File: src/rtl/tuple_pkg.sv
// ---------------------------------------------------------------------------
// tuple_pkg
// Shared definitions for the nibble-tuple packer/unpacker pair: data widths,
// bit offsets of the unpacker's packed output bus, the nibble-tuple type and
// the byte-to-tuple split used by the unpacker.
// ---------------------------------------------------------------------------
package tuple_pkg;

    localparam int NIBBLE_W = 4;
    localparam int BYTE_W   = 8;

    // Field offsets inside the packed unpacker output bus
    localparam int OUT_READY_BIT = 9;
    localparam int OUT_VALID_BIT = 8;
    localparam int FIRST_HI      = 7;
    localparam int FIRST_LO      = 4;
    localparam int SECOND_HI     = 3;
    localparam int SECOND_LO     = 0;

    typedef struct packed {
        logic [NIBBLE_W-1:0] first;
        logic [NIBBLE_W-1:0] second;
    } nibble_tuple_t;

    // The high nibble always becomes the first tuple element, so that packing
    // and unpacking are exact inverses of each other.
    function automatic nibble_tuple_t split_byte(input logic [BYTE_W-1:0] b);
        nibble_tuple_t t;
        t.first  = b[BYTE_W-1:NIBBLE_W];
        t.second = b[NIBBLE_W-1:0];
        return t;
    endfunction

endpackage

File: src/rtl/unpack_stage.sv
// ---------------------------------------------------------------------------
// unpack_stage
// One valid+data slot of the unpack pipeline, with its combinational ready.
// Ports:
//   clk, rst    : clock and asynchronous active-high reset
//   prev_valid  : valid of the upstream slot (or the producer)
//   prev_data   : data of the upstream slot (or the producer)
//   next_ready  : ready of the downstream slot (or the consumer)
//   valid, data : contents of this slot
//   ready       : this slot can load this cycle (empty, or downstream moves)
// ---------------------------------------------------------------------------
module unpack_stage
    import tuple_pkg::*;
(
    input  logic              clk,
    input  logic              rst,
    input  logic              prev_valid,
    input  logic [BYTE_W-1:0] prev_data,
    input  logic              next_ready,
    output logic              valid,
    output logic [BYTE_W-1:0] data,
    output logic              ready
);

    // An empty slot is always ready; a full one only if it can drain.
    assign ready = !valid || next_ready;

    // Bubbles load zero data so that an idle output bus never shows stale
    // or never-accepted bytes.
    always_ff @(posedge clk or posedge rst) begin
        if (rst) begin
            valid <= 1'b0;
            data  <= '0;
        end else if (ready) begin
            valid <= prev_valid;
            data  <= prev_valid ? prev_data : '0;
        end
    end

endmodule

File: src/rtl/tuple_unpack_pipeline.sv
// ---------------------------------------------------------------------------
// tuple_unpack_pipeline
// Accepts bytes with valid/ready flow control and emits them as nibble tuples
// (byte[7:4], byte[3:0]) after DEPTH elastic register stages.
// Ports:
//   _i_clk, _i_rst : clock and asynchronous active-high reset
//   _i_in_val      : byte to unpack
//   _i_in_valid    : producer has a byte on _i_in_val
//   _i_out_ready   : consumer can take the tuple this cycle
//   __output       : {in_ready, out_valid, first nibble, second nibble}
// ---------------------------------------------------------------------------
module tuple_unpack_pipeline
    import tuple_pkg::*;
#(
    parameter int DEPTH = 3
) (
    input  logic              _i_clk,
    input  logic              _i_rst,
    input  logic [BYTE_W-1:0] _i_in_val,
    input  logic              _i_in_valid,
    input  logic              _i_out_ready,
    output logic [9:0]        __output
);

    // Index 0 of the valid/data chains is the producer; index DEPTH+1 of the
    // ready chain is the consumer.
    logic              valid_chain [0:DEPTH];
    logic [BYTE_W-1:0] data_chain  [0:DEPTH];
    logic              ready_chain [1:DEPTH+1];
    nibble_tuple_t     out_tuple;

    assign valid_chain[0]       = _i_in_valid;
    assign data_chain[0]        = _i_in_val;
    assign ready_chain[DEPTH+1] = _i_out_ready;

    // Ready ripples combinationally from the consumer to the producer, so a
    // full pipeline can pop and push on the same edge.
    for (genvar k = 1; k <= DEPTH; k++) begin : g_stage
        unpack_stage u_stage (
            .clk        (_i_clk),
            .rst        (_i_rst),
            .prev_valid (valid_chain[k-1]),
            .prev_data  (data_chain[k-1]),
            .next_ready (ready_chain[k+1]),
            .valid      (valid_chain[k]),
            .data       (data_chain[k]),
            .ready      (ready_chain[k])
        );
    end

    assign out_tuple = split_byte(data_chain[DEPTH]);

    assign __output[OUT_READY_BIT]       = ready_chain[1];
    assign __output[OUT_VALID_BIT]       = valid_chain[DEPTH];
    assign __output[FIRST_HI:FIRST_LO]   = out_tuple.first;
    assign __output[SECOND_HI:SECOND_LO] = out_tuple.second;

endmodule

File: config.mk
export PLATFORM = sky130hd
export DESIGN_NAME = tuple_unpack_pipeline
export DESIGN_NICKNAME = d
export VERILOG_FILES = /design/src/rtl/tuple_pkg.sv /design/src/rtl/unpack_stage.sv /design/src/rtl/tuple_unpack_pipeline.sv
export SDC_FILE = /design/constraint.sdc
export NUM_CORES = 1
export LEC_CHECK = 0
export CAP_MARGIN = 20
export CORE_MARGIN = 2
export CORE_UTILIZATION = 30
export DETAILED_ROUTE_END_ITERATION = 8
export GPL_TIMING_DRIVEN = 0
export HOLD_SLACK_MARGIN = 0.02
export PLACE_DENSITY = 0.51
export SLEW_MARGIN = 10
export SYNTH_ARGS = -nofsm -noshare
export SYNTH_HDL_FRONTEND = slang
export SYNTH_SLANG_ARGS = --single-unit
File: constraint.sdc
create_clock -name _i_clk -period 1.02 [get_ports _i_clk]
set_input_delay 0.102 -clock _i_clk [delete_from_list [all_inputs] [get_ports _i_clk]]
set_output_delay 0.102 -clock _i_clk [all_outputs]
set_load 0.05 [all_outputs]
# == Word-level counts from Yosys, hierarchy flattened ==
# Index checks and enable logic that the tools add are counted.
# totals
ff_bits,27
output_inout_bits,10
input_bits,12
# op_classes
mux,3
n_reduce_logical,6
# op_table
cell,count
2-to-1 mux 8 bit,3
logical NOT 1 bit,3
logical OR 1 bit,3

# == Depth between registers and ports, before layout ==
# logic_depth
depth_word,4
mapped_depth,4
depth_no_buf,2

# == Modules after synthesis ==
# A second synthesis with hierarchy kept.
# unflattened
hier_cells,122
hier_area_um2,1242.4
# by_module_without_submodules
mod,cells_per_inst,instances,area_per_inst_um2
unpack_stage,40,3,409.1
tuple_unpack_pipeline,2,1,15.0

# == Least setup slack after synthesis ==
# OpenSTA, ideal clock, no wires.
# synth_path
kind,reg2reg
start,register g_stage[3].u_stage.valid
end,register g_stage[3].u_stage.valid
path_buffers,1
synth_period_minus_slack_ns,1.099
slack_ns,-0.079
arrival_time_ns,0.971
required_time_ns,0.893
path_stages_with_launch,4
path_cell_list,dfrtp_1 -> buf_4 -> nor2b_2 -> or2_2
# synth_between
elab_chain_cells,2
# synth_lines
item,line_no,text
start: declaration,unpack_stage.sv:20,"output logic valid,"
start signal: assignment,unpack_stage.sv:35,valid <= prev_valid;
logical NOT 1 bit,unpack_stage.sv:26,assign ready = !valid || next_ready;
logical OR 1 bit,unpack_stage.sv:26,
# Every way passes these cells.
# A chain may end at the register's enable or synchronous reset.

# == Worst setup path after layout ==
# layout_path
start,register g_stage[3].u_stage.valid
end,output port __output[9]
# layout_between
elab_chain_cells,4
# layout_lines
item,line_no,text
logical NOT 1 bit,unpack_stage.sv:26,
logical OR 1 bit (3 in series),unpack_stage.sv:26,
end: declaration,tuple_unpack_pipeline.sv:22,output logic [9:0] __output
# Every way passes these cells.

==> flow_summary_export.csv <==
group,metric,value,unit
setup_path,worstSetupPathType,"reg -> out",
global_routing,grt_pass1_wl,3780,microns
drt,wl,2220,microns
drt,avgRoutedWirePerCell,10.9,microns
drt,drt_iter0_markers,22,
status,status,"finished with violations",
timing,rsz0062_at_grt,"true",
status,violations,"negative setup slack",
synthesis,synth_area_leaders,"dfrtp_1, mux2i_1, buf_4",
layout,fillers,398,
setup_path,start_kind,"flip-flop",
timing,setup-tns-final,-3.89,ns
synthesis,synth-seq-cells,27,
place,routabilityCongestion,0.689,
drt,route.detailed.drc,0,
global_routing,grt_overflow_total,0,
floorplanning,ios,22,
global_routing,grt_start_max_net_pins,28,
floorplanning,core,4030,sq um
drt,ant_nets,0,
place,dp_hpwl,1520,microns
clock_tree,htreeDepth,1,
clock_tree,root_buffer,"clkbuf_8",
clock_tree,cts.path.max_buffers,2,
global_routing,grt_pass1_vias,835,
clock_tree,cts.clk_slew.worst_paths,0.09,ns
clock_tree,numCtsBuffers,3,
place,io_buffers,20,
run,cap_violations,0,
timing,finClkSkew,0.00604,ns
floorplanning,rows,23,
clock_tree,clock_latency,0.27,ns
clock_tree,cts_hold_buf,0,
floorplanning,die_h,69.0,microns
drt,drtPass1Iterations,4,
floorplanning,die_area,4770,sq um
synthesis,syn_avg_cell_area,10.3,sq um
layout,area_delta_synth_final,38.8,%
synthesis,netlist_instances,123,
timing,slew_violations,0,
setup_path,cpPeakStageDelay,0.37,ns
synthesis,ys_seq_area_frac,0.533,
floorplanning,start_util,0.315,
synthesis,synth.distinct_cells,15,
setup_path,crit_arrival,1.18,ns
layout,seq_area,676,sq um
synthesis,syn-num-nets,135,
global_routing,antenna_found_initial,0,
setup_path,crit_path_frequent_cell,"buf_6",
drt,vias,856,
drt,viasPerCell,4.22,
power,vdd_drop_max,0.527,mV
synthesis,syn_area,1270,sq um
timing,max_clock_freq,780,MHz
place,placed_cells,193,
power,powerDensity,1460,nW/um^2
layout,nets,166,
timing,period_minus_slack,1.28,ns
clock_tree,tritoncts,"built",
floorplanning,dieWidth,69.0,microns
timing,fin_crit_sh,1.26,
setup_path,slowest_stage,"dfrtp_1",
layout,num_antenna_cells,0,
synthesis,synth_top_area_cell,"dfrtp_1",
timing,relSlewSlack,0.611,
setup_path,worstPathMaxFanout,2,
synthesis,ys_warn_count,0,
layout,multi_input_area,448,sq um
timing,postLayoutSetupSlackWorst,-0.262,ns
setup_path,crit_chain,"nand4b_1 > buf_6 > buf_6 > buf_8",
clock_tree,cts_sinks,27,
timing,hold_viol,0,
min_path,worstHoldPathType,"in -> reg",
timing,setup_viol,29,
setup_path,cp-end-kind,"primary output",
power,power.leakage,0.890,nW
layout,drive_gt1_frac,0.255,
synthesis,synth.top_cell.area_share,0.533,
setup_path,cp.required,0.92,ns
layout,fin_cells,203,
timing,tightest_slew,0.582,ns
global_routing,grt_usage,0.0971,
metrics by stage:
stage,utilization,power (mW),hold WS [ns],cell area [sq um],setup WS (ns)
after global placement,0.385,1.84,0.475,1550,-0.901
final,0.437,2.56,0.192,1760,-0.262
after CTS,0.422,2.55,0.197,1700,-0.314
after detailed placement,0.385,1.85,0.493,1550,-0.891
after global routing,0.437,2.68,0.238,1760,-0.274
after floorplan,-,1.68,0.155,1290,0.00588
sequential cells by signal, indices dropped and copies added, names as in the netlist:
register               count
g_stage.u_stage.data      24
g_stage.u_stage.valid      3
synth_stat cells:
cell      number
buf_2          2
buf_4         13
nand2_1       24
buf_1          1
inv_1         17
nor2b_2        1
nand4b_1       1
nand3b_1       8
nand3b_4       1
o21ai_0        8
dfrtp_1       27
or2_2          1
mux2i_1       16
nand2b_1       2
buf_6          1
kinds of logic after synthesis:
kind of cell | after synthesis | synth area share
buffers and inverters | 34 | 0.147
muxes | 16 | 0.126
DFF | 27 | 0.533
and+or+nand+nor | 38 | 0.163
AOI/OAI and AO/OA | 8 | 0.0316
final cells by class:
class / count / area share
Inverter: 17 / 0.0384
Buffer: 7 / 0.0370
Multi-Input combinational cell: 64 / 0.254
Tap cell: 50 / 0.0355
Timing Repair Buffer: 34 / 0.225
Clock buffer: 4 / 0.0256
Sequential cell: 27 / 0.384
power by group:
part / leakage [nW] / switching, mW / internal, mW / total (mW)
clock network: 0.0228 / 0.325 / 0.280 / 0.604
registers: 0.350 / 0.0641 / 1.17 / 1.24
logic: 0.517 / 0.359 / 0.365 / 0.723
total: 0.890 / 0.747 / 1.82 / 2.56
final timing paths:
kind	from	end	slack (ns)	cells after the start
max	g_stage[3].u_stage.valid$_DFFE_PP0P_	__output[9]	-0.26	4
min	_i_in_valid	g_stage[1].u_stage.data[5]$_DFFE_PP0P_	0.19	3
max reg2reg	g_stage[3].u_stage.valid$_DFFE_PP0P_	g_stage[3].u_stage.valid$_DFFE_PP0P_	-0.22	5
min reg2reg	g_stage[2].u_stage.data[5]$_DFFE_PP0P_	g_stage[2].u_stage.data[5]$_DFFE_PP0P_	0.52	2
max in group asynchronous	_i_rst	g_stage[2].u_stage.data[4]$_DFFE_PP0P_	0.45	2
min in group asynchronous	_i_rst	g_stage[1].u_stage.data[1]$_DFFE_PP0P_	0.23	2
placed cells by master (no fill, tap or decap), drive strengths merged, types with 2 or more instances in the layout:
cell type      Yosys  layout
inv               17      16
clkbuf             0       5
clkdlybuf4s50      0      10
dfrtp             27      27
buf               17      30
nor2b              1       2
nand2             24      24
o21ai              8       8
mux2i             16      16
nand2b             2       2
nand3b             9      10
worst max-delay path, delay by kind of cell, from the launching register on:
kind,cells,cell delay (ns)
DFF,1,0.37
buffers and inverters,3,0.39
and+or+nand+nor,1,0.15
per-layer routing:
metal,vias to the layer above,track usage,wire (microns)
li1,435,-,-
met1,391,0.131,1090
met2,26,0.147,997
met3,4,0.0205,108
met4,0,0.0479,25
met5,-,0,0
timing repair:
| action | CTS | global route |
|---|---|---|
| gates cloned | 2 | 1 |
| buffers inserted | 9 | 4 |
| hold endpoints to repair | 0 | 0 |
| endpoints found under the setup margin | 64 | 28 |
| gates resized for setup | 97 | 4 |
| pin swaps | 3 | 1 |
(Power assumes the default switching activity.)
